$ cat config.mk
export PLATFORM = sky130hd
export DESIGN_NAME = halfwave_pwm
export DESIGN_NICKNAME = d
export VERILOG_FILES = /design/src/rtl/halfwave_pwm.sv
export SDC_FILE = /design/constraint.sdc
export NUM_CORES = 1
export LEC_CHECK = 0
export CAP_MARGIN = 20
export CORE_ASPECT_RATIO = 2
export CORE_MARGIN = 1.5
export CORE_UTILIZATION = 55
export DETAILED_ROUTE_END_ITERATION = 12
export GPL_TIMING_DRIVEN = 0
export HOLD_SLACK_MARGIN = 0.12
export PLACE_DENSITY = 0.85
export SLEW_MARGIN = 10
export SYNTH_ARGS = -nofsm -noshare
export SYNTH_HDL_FRONTEND = slang
export SYNTH_SLANG_ARGS = --single-unit
$ cat constraint.sdc
create_clock -name clk -period 2.2 [get_ports clk]
set_input_delay 0.33 -clock clk [delete_from_list [all_inputs] [get_ports clk]]
set_output_delay 0.33 -clock clk [all_outputs]
set_load 0.02 [all_outputs]
$ cat src/rtl/halfwave_pwm.sv
// Halfwave-to-H-bridge PWM output stage: double-buffered samples, 256-cycle period, optional reversal dead time.
// Optional feature: define HALFWAVE_PWM_DEADTIME_EN to insert DEAD cycles of dead time on a polarity reversal.
module halfwave_pwm #(
  parameter int unsigned DEAD = 2
) (
  input  logic       clk,
  input  logic       reset_n,
  input  logic       sample_stb,
  input  logic [7:0] pos_in,
  input  logic [7:0] neg_in,
  output logic       pwm_p,
  output logic       pwm_n,
  output logic       period_stb,
  output logic       err_both
);

  localparam int unsigned CW = 8;
  localparam logic [CW-1:0] CNT_LAST = '1;

  typedef enum logic [2:0] {
    IDLE    = 3'd0,
    DRIVE_P = 3'd1,
    DRIVE_N = 3'd2
`ifdef HALFWAVE_PWM_DEADTIME_EN
    ,
    DEAD_P  = 3'd3,
    DEAD_N  = 3'd4
`endif
  } state_t;

  typedef enum logic [1:0] {
    SIDE_IDLE = 2'd0,
    SIDE_P    = 2'd1,
    SIDE_N    = 2'd2
  } side_t;

`ifdef HALFWAVE_PWM_DEADTIME_EN
  localparam logic [CW-1:0] DEAD_LAST = CW'(DEAD - 1);
  localparam logic          DEAD_ON   = (DEAD != 0);
`else
  logic [CW-1:0] dead_unused;
  assign dead_unused = CW'(DEAD);
`endif

  logic [CW-1:0] cnt;
  logic [CW-1:0] pend_pos, pend_neg;
  logic          pend_vld;
  logic [CW-1:0] act_pos, act_neg;
  logic [CW-1:0] duty;
  state_t        state, state_nxt;

  logic          wrap_c;
  logic [CW-1:0] new_pos_c, new_neg_c, new_duty_c;
  side_t         new_side_c;
  logic          new_both_c;
  logic          pwm_p_nxt, pwm_n_nxt, period_stb_nxt, err_both_nxt;

  assign wrap_c = (cnt == CNT_LAST);

  // Sample applied at the wrap: a strobe on the wrap cycle bypasses pending, then pending, else hold.
  always_comb begin
    new_pos_c = act_pos;
    new_neg_c = act_neg;
    if (sample_stb) begin
      new_pos_c = pos_in;
      new_neg_c = neg_in;
    end else if (pend_vld) begin
      new_pos_c = pend_pos;
      new_neg_c = pend_neg;
    end
  end

  // Side decode; P wins when both magnitudes are non-zero.
  always_comb begin
    new_side_c = SIDE_IDLE;
    new_duty_c = '0;
    new_both_c = (new_pos_c != '0) && (new_neg_c != '0);
    if (new_pos_c != '0) begin
      new_side_c = SIDE_P;
      new_duty_c = new_pos_c;
    end else if (new_neg_c != '0) begin
      new_side_c = SIDE_N;
      new_duty_c = new_neg_c;
    end
  end

  always_ff @(posedge clk or negedge reset_n) begin
    if (!reset_n) begin
      cnt <= '0;
    end else begin
      cnt <= cnt + CW'(1);
    end
  end

  always_ff @(posedge clk or negedge reset_n) begin
    if (!reset_n) begin
      pend_pos <= '0;
      pend_neg <= '0;
      pend_vld <= 1'b0;
      act_pos  <= '0;
      act_neg  <= '0;
      duty     <= '0;
    end else if (wrap_c) begin
      act_pos  <= new_pos_c;
      act_neg  <= new_neg_c;
      duty     <= new_duty_c;
      pend_vld <= 1'b0;
    end else if (sample_stb) begin
      pend_pos <= pos_in;
      pend_neg <= neg_in;
      pend_vld <= 1'b1;
    end
  end

  // State register
  always_ff @(posedge clk or negedge reset_n) begin
    if (!reset_n) begin
      state <= IDLE;
    end else begin
      state <= state_nxt;
    end
  end

  // Next state: side selection at the wrap, dead-time exit mid-period
  always_comb begin
    state_nxt = state;
    if (wrap_c) begin
      case (new_side_c)
        SIDE_P: begin
          state_nxt = DRIVE_P;
`ifdef HALFWAVE_PWM_DEADTIME_EN
          if (DEAD_ON && (state == DRIVE_N || state == DEAD_N)) state_nxt = DEAD_P;
`endif
        end
        SIDE_N: begin
          state_nxt = DRIVE_N;
`ifdef HALFWAVE_PWM_DEADTIME_EN
          if (DEAD_ON && (state == DRIVE_P || state == DEAD_P)) state_nxt = DEAD_N;
`endif
        end
        default: state_nxt = IDLE;
      endcase
    end
`ifdef HALFWAVE_PWM_DEADTIME_EN
    else if (cnt == DEAD_LAST) begin
      if (state == DEAD_P) state_nxt = DRIVE_P;
      if (state == DEAD_N) state_nxt = DRIVE_N;
    end
`endif
  end

  // Output next values; only one DRIVE state can be active, so the pins are exclusive.
  always_comb begin
    pwm_p_nxt      = (state == DRIVE_P) && (cnt < duty);
    pwm_n_nxt      = (state == DRIVE_N) && (cnt < duty);
    period_stb_nxt = wrap_c;
    err_both_nxt   = err_both || (wrap_c && new_both_c);
  end

  always_ff @(posedge clk or negedge reset_n) begin
    if (!reset_n) begin
      pwm_p      <= 1'b0;
      pwm_n      <= 1'b0;
      period_stb <= 1'b0;
      err_both   <= 1'b0;
    end else begin
      pwm_p      <= pwm_p_nxt;
      pwm_n      <= pwm_n_nxt;
      period_stb <= period_stb_nxt;
      err_both   <= err_both_nxt;
    end
  end

endmodule
# --- After elaboration in Yosys (flattened, before gate mapping) ---
# Index checks and enable logic that the tools add are counted.
totals:
  input_bits: 19
  wordCells: 40
  output_inout_bits: 4
  ff_bits: 56
op_classes:
  mux: 11
  eq_ne: 5
  magnitude_cmp: 1
  add_sub_neg: 1
  bitwise: 1
  reduce_logical: 9
op_table:
  columns: ["operator", "n"]
  rows:
  - ["8-bit two-way mux", 6]
  - ["8-bit nonzero test", 2]
  - ["8-bit by 1-bit adder with 8-bit output (second input constant)", 1]
  - ["8-bit == test (second input constant)", 1]
  - ["8-bit < comparator", 1]
  - ["1-bit logical AND", 4]
  - ["2-bit two-way mux", 2]
  - ["2-bit case mux with 2 select lines", 1]
  - ["3-bit by 1-bit == test with 1-bit output (second input constant)", 1]
  - ["3-bit by 2-bit == test with 1-bit output (second input constant)", 1]
  - ["2-bit by 1-bit == test with 1-bit output (second input constant)", 1]
  - ["2-bit == test (second input constant)", 1]
  - ["1-bit two-way mux", 2]
  - ["2-bit AND reduction", 1]
  - ["2-bit nonzero test", 1]
  - ["1-bit logical OR", 1]
  - ["1-bit NOT", 1]

# --- Logic depth before layout (Yosys ltp) ---
depth:
  ltp_word: 7
  depth_mapped: 7
  ltp_nobuf: 7

# --- Least setup slack after synthesis ---
# No wires, ideal clock.
synth_path:
  kind: "flip-flop to flip-flop"
  startpoint: "register pend_vld"
  endpoint: "register duty[0]"
  stages_incl_launch_ff: 8
  t_arrival_ps: 1691
  n_path_buf: 2
  t_required_ps: 2118
  period_less_slack_ps: 1773
  path_slack_ps: 427
  setup_ps: 82
  path_cell_list: "dfrtp_1 > buf_6 > buf_12 > mux2_4 > mux2i_4 > nand4_4 > or3_1 > a31oi_1"
synth_between:
  elab_chain_cells: 5
  elab_cells_between_ends: 8
  classes_between: "mux (6); reduce/logical (2)"
synth_rtl:
  columns: ["element", "line", "rtl"]
  rows:
  - ["start, declared", "47", "logic pend_vld;"]
  - ["start signal, assigned", "99", "pend_vld <= 1'b0;"]
  - ["start signal, assigned", "107", "pend_vld <= 1'b0;"]
  - ["start signal, assigned", "111", "pend_vld <= 1'b1;"]
  - ["8-bit two-way mux", "67", "end else if (pend_vld) begin"]
  - ["8-bit two-way mux", "64", "if (sample_stb) begin"]
  - ["8-bit nonzero test", "81", "end else if (new_neg_c != '0) begin"]
  - ["8-bit two-way mux", "81", null]
  - ["8-bit two-way mux (*)", "78", "if (new_pos_c != '0) begin"]
  - ["end signal, assigned", "106", "duty <= new_duty_c;"]
  - ["end, declared", "49", "logic [CW-1:0] duty;"]
# Mark *: on every way between the ends. The rest lies on a longest branch, timed or not.
# A chain may end at the register's enable or synchronous reset.

# --- Worst setup path in the final report ---
layout_path:
  startpoint: "register cnt[0]"
  endpoint: "register pend_pos[4]"
layout_between:
  elab_chain_cells: 3
layout_rtl:
  columns: ["element", "line", "rtl"]
  rows:
  - ["start, declared", "45", "logic [CW-1:0] cnt;"]
  - ["start signal, assigned", "91", "cnt <= cnt + CW'(1);"]
  - ["8-bit == test", "58", "assign wrap_c = (cnt == CNT_LAST);"]
  - ["1-bit NOT (no source line)", null, null]
  - ["2-bit AND reduction (no source line)", null, null]
  - ["end signal, assigned", "109", "pend_pos <= pos_in;"]
  - ["end, declared", "46", "logic [CW-1:0] pend_pos, pend_neg;"]
# Every way passes these cells.

==> results.json <==
{
  "min_path_type": "reg2reg",
  "tns_ns": 0,
  "finClkSkew_ns": 0.00999,
  "dieArea_um2": 5470,
  "worstSetupStartpointType": "flip-flop",
  "core-area_um2": 4860,
  "die-height_um": 103,
  "worst_pin_slew_ns": 0.573,
  "area_growth_pct": 14.4,
  "fin_area_um2": 3150,
  "grt_max_degree": 37,
  "numCtsBuffers": 5,
  "place_ws_ns": 0.0309,
  "rsz0062_at_grt": "false",
  "synth_fp_nets": 254,
  "finalHoldViolCount": 0,
  "drt_iter0_drc": 36,
  "cap_violations": 0,
  "gp_congestion": 0.853,
  "syn_area_um2": 2760,
  "synth-main-ff-cell": "dfrtp_1",
  "maxSlewHeadroom_pct": 61.8,
  "async_flop_share_pct": 100,
  "final_common_cell": "dfrtp_1",
  "fillers": 390,
  "fp.dieW_um": 53.0,
  "grt_pass1_wl_um": 8810,
  "drive_gt1_share_pct": 22.6,
  "finalPower_mw": 1.85,
  "htree_levels": 2,
  "rows": 36,
  "clkLatencyLatePin_ns": 0.31,
  "report.final.slew_viol_count": 0,
  "ios": 23,
  "reg2regPathDepth": 6,
  "postRouteAntennaNets": 0,
  "nNetsFinal": 284,
  "fin_crit_sh_pct": 94.2,
  "cts_tree": "yes",
  "p_leak_nw": 1.48,
  "status": "finished, final reports clean",
  "pwr_density_cell_nw_per_um2": 586,
  "ir_worst_vdd_uv": 485,
  "clock_tree.buffer_depth": 2,
  "grt_overflow_total": 0,
  "portBuffers": 21,
  "clk_pin_slew_worst_paths_ns": 0.09,
  "min_path_cells": 1,
  "end_kind": "flip-flop",
  "root_buffer": "clkbuf_8",
  "first_pass_iters": 4,
  "cts.sinks": 55,
  "layout_common_cells": "dfrtp_1 (55), mux2_2 (28), clkdlybuf4s50_1 (20)",
  "synthCells": 227,
  "synth_cell_type_count": 34,
  "cp_max_fo": 10,
  "fmax_mhz": 483,
  "worst-endpoint-required_ns": 2.40,
  "vias": 1835,
  "avgSynthCellArea_um2": 12.1,
  "seq_area_frac_synth_pct": 50.0,
  "initial_core_util_pct": 56.6,
  "synth_seq_cells": 55,
  "track_usage_pct": 22.6,
  "holdWs_ns": 0.468,
  "wire_per_inst_um": 16.7,
  "yosys_warnings": 0,
  "arrival_ns": 2.27,
  "post-route-min-period_ns": 2.07,
  "synth_edf_count": 0,
  "drcViolationCount": 0,
  "grt_pass1_vias": 1886,
  "setup_viol_count_final": 0,
  "totalWireLength_um": 5230,
  "num_antenna_cells": 0,
  "antenna_found_initial": 0,
  "path_class": "reg2reg",
  "vias_per_cell": 5.84,
  "finalWorstSetupSlack_ns": 0.129,
  "dpl.hpwl_um": 3900,
  "placed_area_um2": 3050,
  "postCtsSetupBuffers": 0
}
-- where the power goes --
group | internal, mW | switching [mW] | total, mW
sequential | 1.04 | 0.0145 | 1.05
combinational | 0.121 | 0.110 | 0.231
clock | 0.248 | 0.315 | 0.562
-- per-layer routing --
metal / vias up / wire length (µm) / share of wire, % / GRT usage, %
met5: - / 0 / 0 / 0
met4: 0 / 206 / 3.9 / 12.4
met3: 14 / 162 / 3.1 / 4.35
met2: 38 / 2850 / 55 / 39.7
met1: 921 / 2010 / 38 / 24.6
li1: 862 / - / - / -
-- synth_stat cells (all sizes together) (2+ instances only) --
master   number  share of area (%)
o21ai        18                3.3
xor2          3               0.95
nand4         4                2.0
ha            8                3.6
a2111oi       2               0.64
nand2        19                2.6
xnor2         3               0.95
a31oi         8                1.8
a21o          3               0.82
dfrtp        55                 50
buf           5                2.3
nor2         12                1.6
or3           8                1.8
clkbuf        5                1.0
mux2         32                 14
nand2b        2               0.45
and3          3               0.68
nand3         4               0.73
inv          11                1.5
mux2i        16                8.2
-- registers in the layout, indices dropped and copies added (netlist names) --
name        cells
act_pos         8
err_both        1
cnt             8
act_neg         8
period_stb      1
pend_vld        1
pwm_n           1
pend_neg        8
pend_pos        8
state           2
pwm_p           1
duty            8
-- metrics by stage --
| step | utilization [%] | std cells |
|---|---|---|
| after floorplan | - | 227 |
| after global placement | 62.4 | 305 |
| after detailed placement | 62.7 | 306 |
| after CTS | 64.8 | 314 |
| after global routing | 64.8 | 314 |
| final | 64.8 | 314 |
-- area by class of cell --
class,instances,area (µm²),area share (%)
tap,57,71.3,2.26
multi-input combinational,150,1240,39.4
buffer,10,95.1,3.02
sequential,55,1380,43.7
inverter,12,45.0,1.43
clock inverter,1,5.00,0.159
clock buffer,6,82.6,2.62
timing repair buffer,23,235,7.46
-- logic make-up (layout without fill, tap and decap cells) --
family | after synthesis | count (layout) | synth area share (%)
adder cells (fa/ha/maj) | 8 | 8 | 3.63
AND/OR/NAND/NOR | 54 | 54 | 10.4
multiplexers | 48 | 48 | 21.8
buffers and inverters | 22 | 52 | 4.95
flip-flops | 55 | 55 | 50.0
XOR/XNOR | 6 | 6 | 1.91
AO/OA/AOI/OAI | 34 | 34 | 7.31
-- worst max-delay path, cell delays in order (launching register included) --
cell      delay, ns
dfrtp_1        0.40
ha_1           0.20
and3_1         0.23
nand3_1        0.14
nand2_1        0.30
clkbuf_4       0.32
mux2_2         0.35
-- worst paths after layout --
path	from	endpoint	slack, ns
max in group asynchronous	reset_n	act_neg[0]	1.16
hold / removal	state[1]	pwm_p	0.47
setup reg to reg	cnt[0]	pend_pos[4]	0.13
setup / recovery	cnt[0]	pend_pos[4]	0.13
hold reg to reg	state[1]	pwm_p	0.47
min in group asynchronous	reset_n	pend_pos[1]	0.49
-- repair_timing --
action,CTS,global route
hold endpoints to repair,19,0
hold buffers,1,0
gates cloned,0,0
resized for setup,1,1
endpoints found under the setup margin,2,10
No activity file was read; power rests on OpenSTA's default activity.
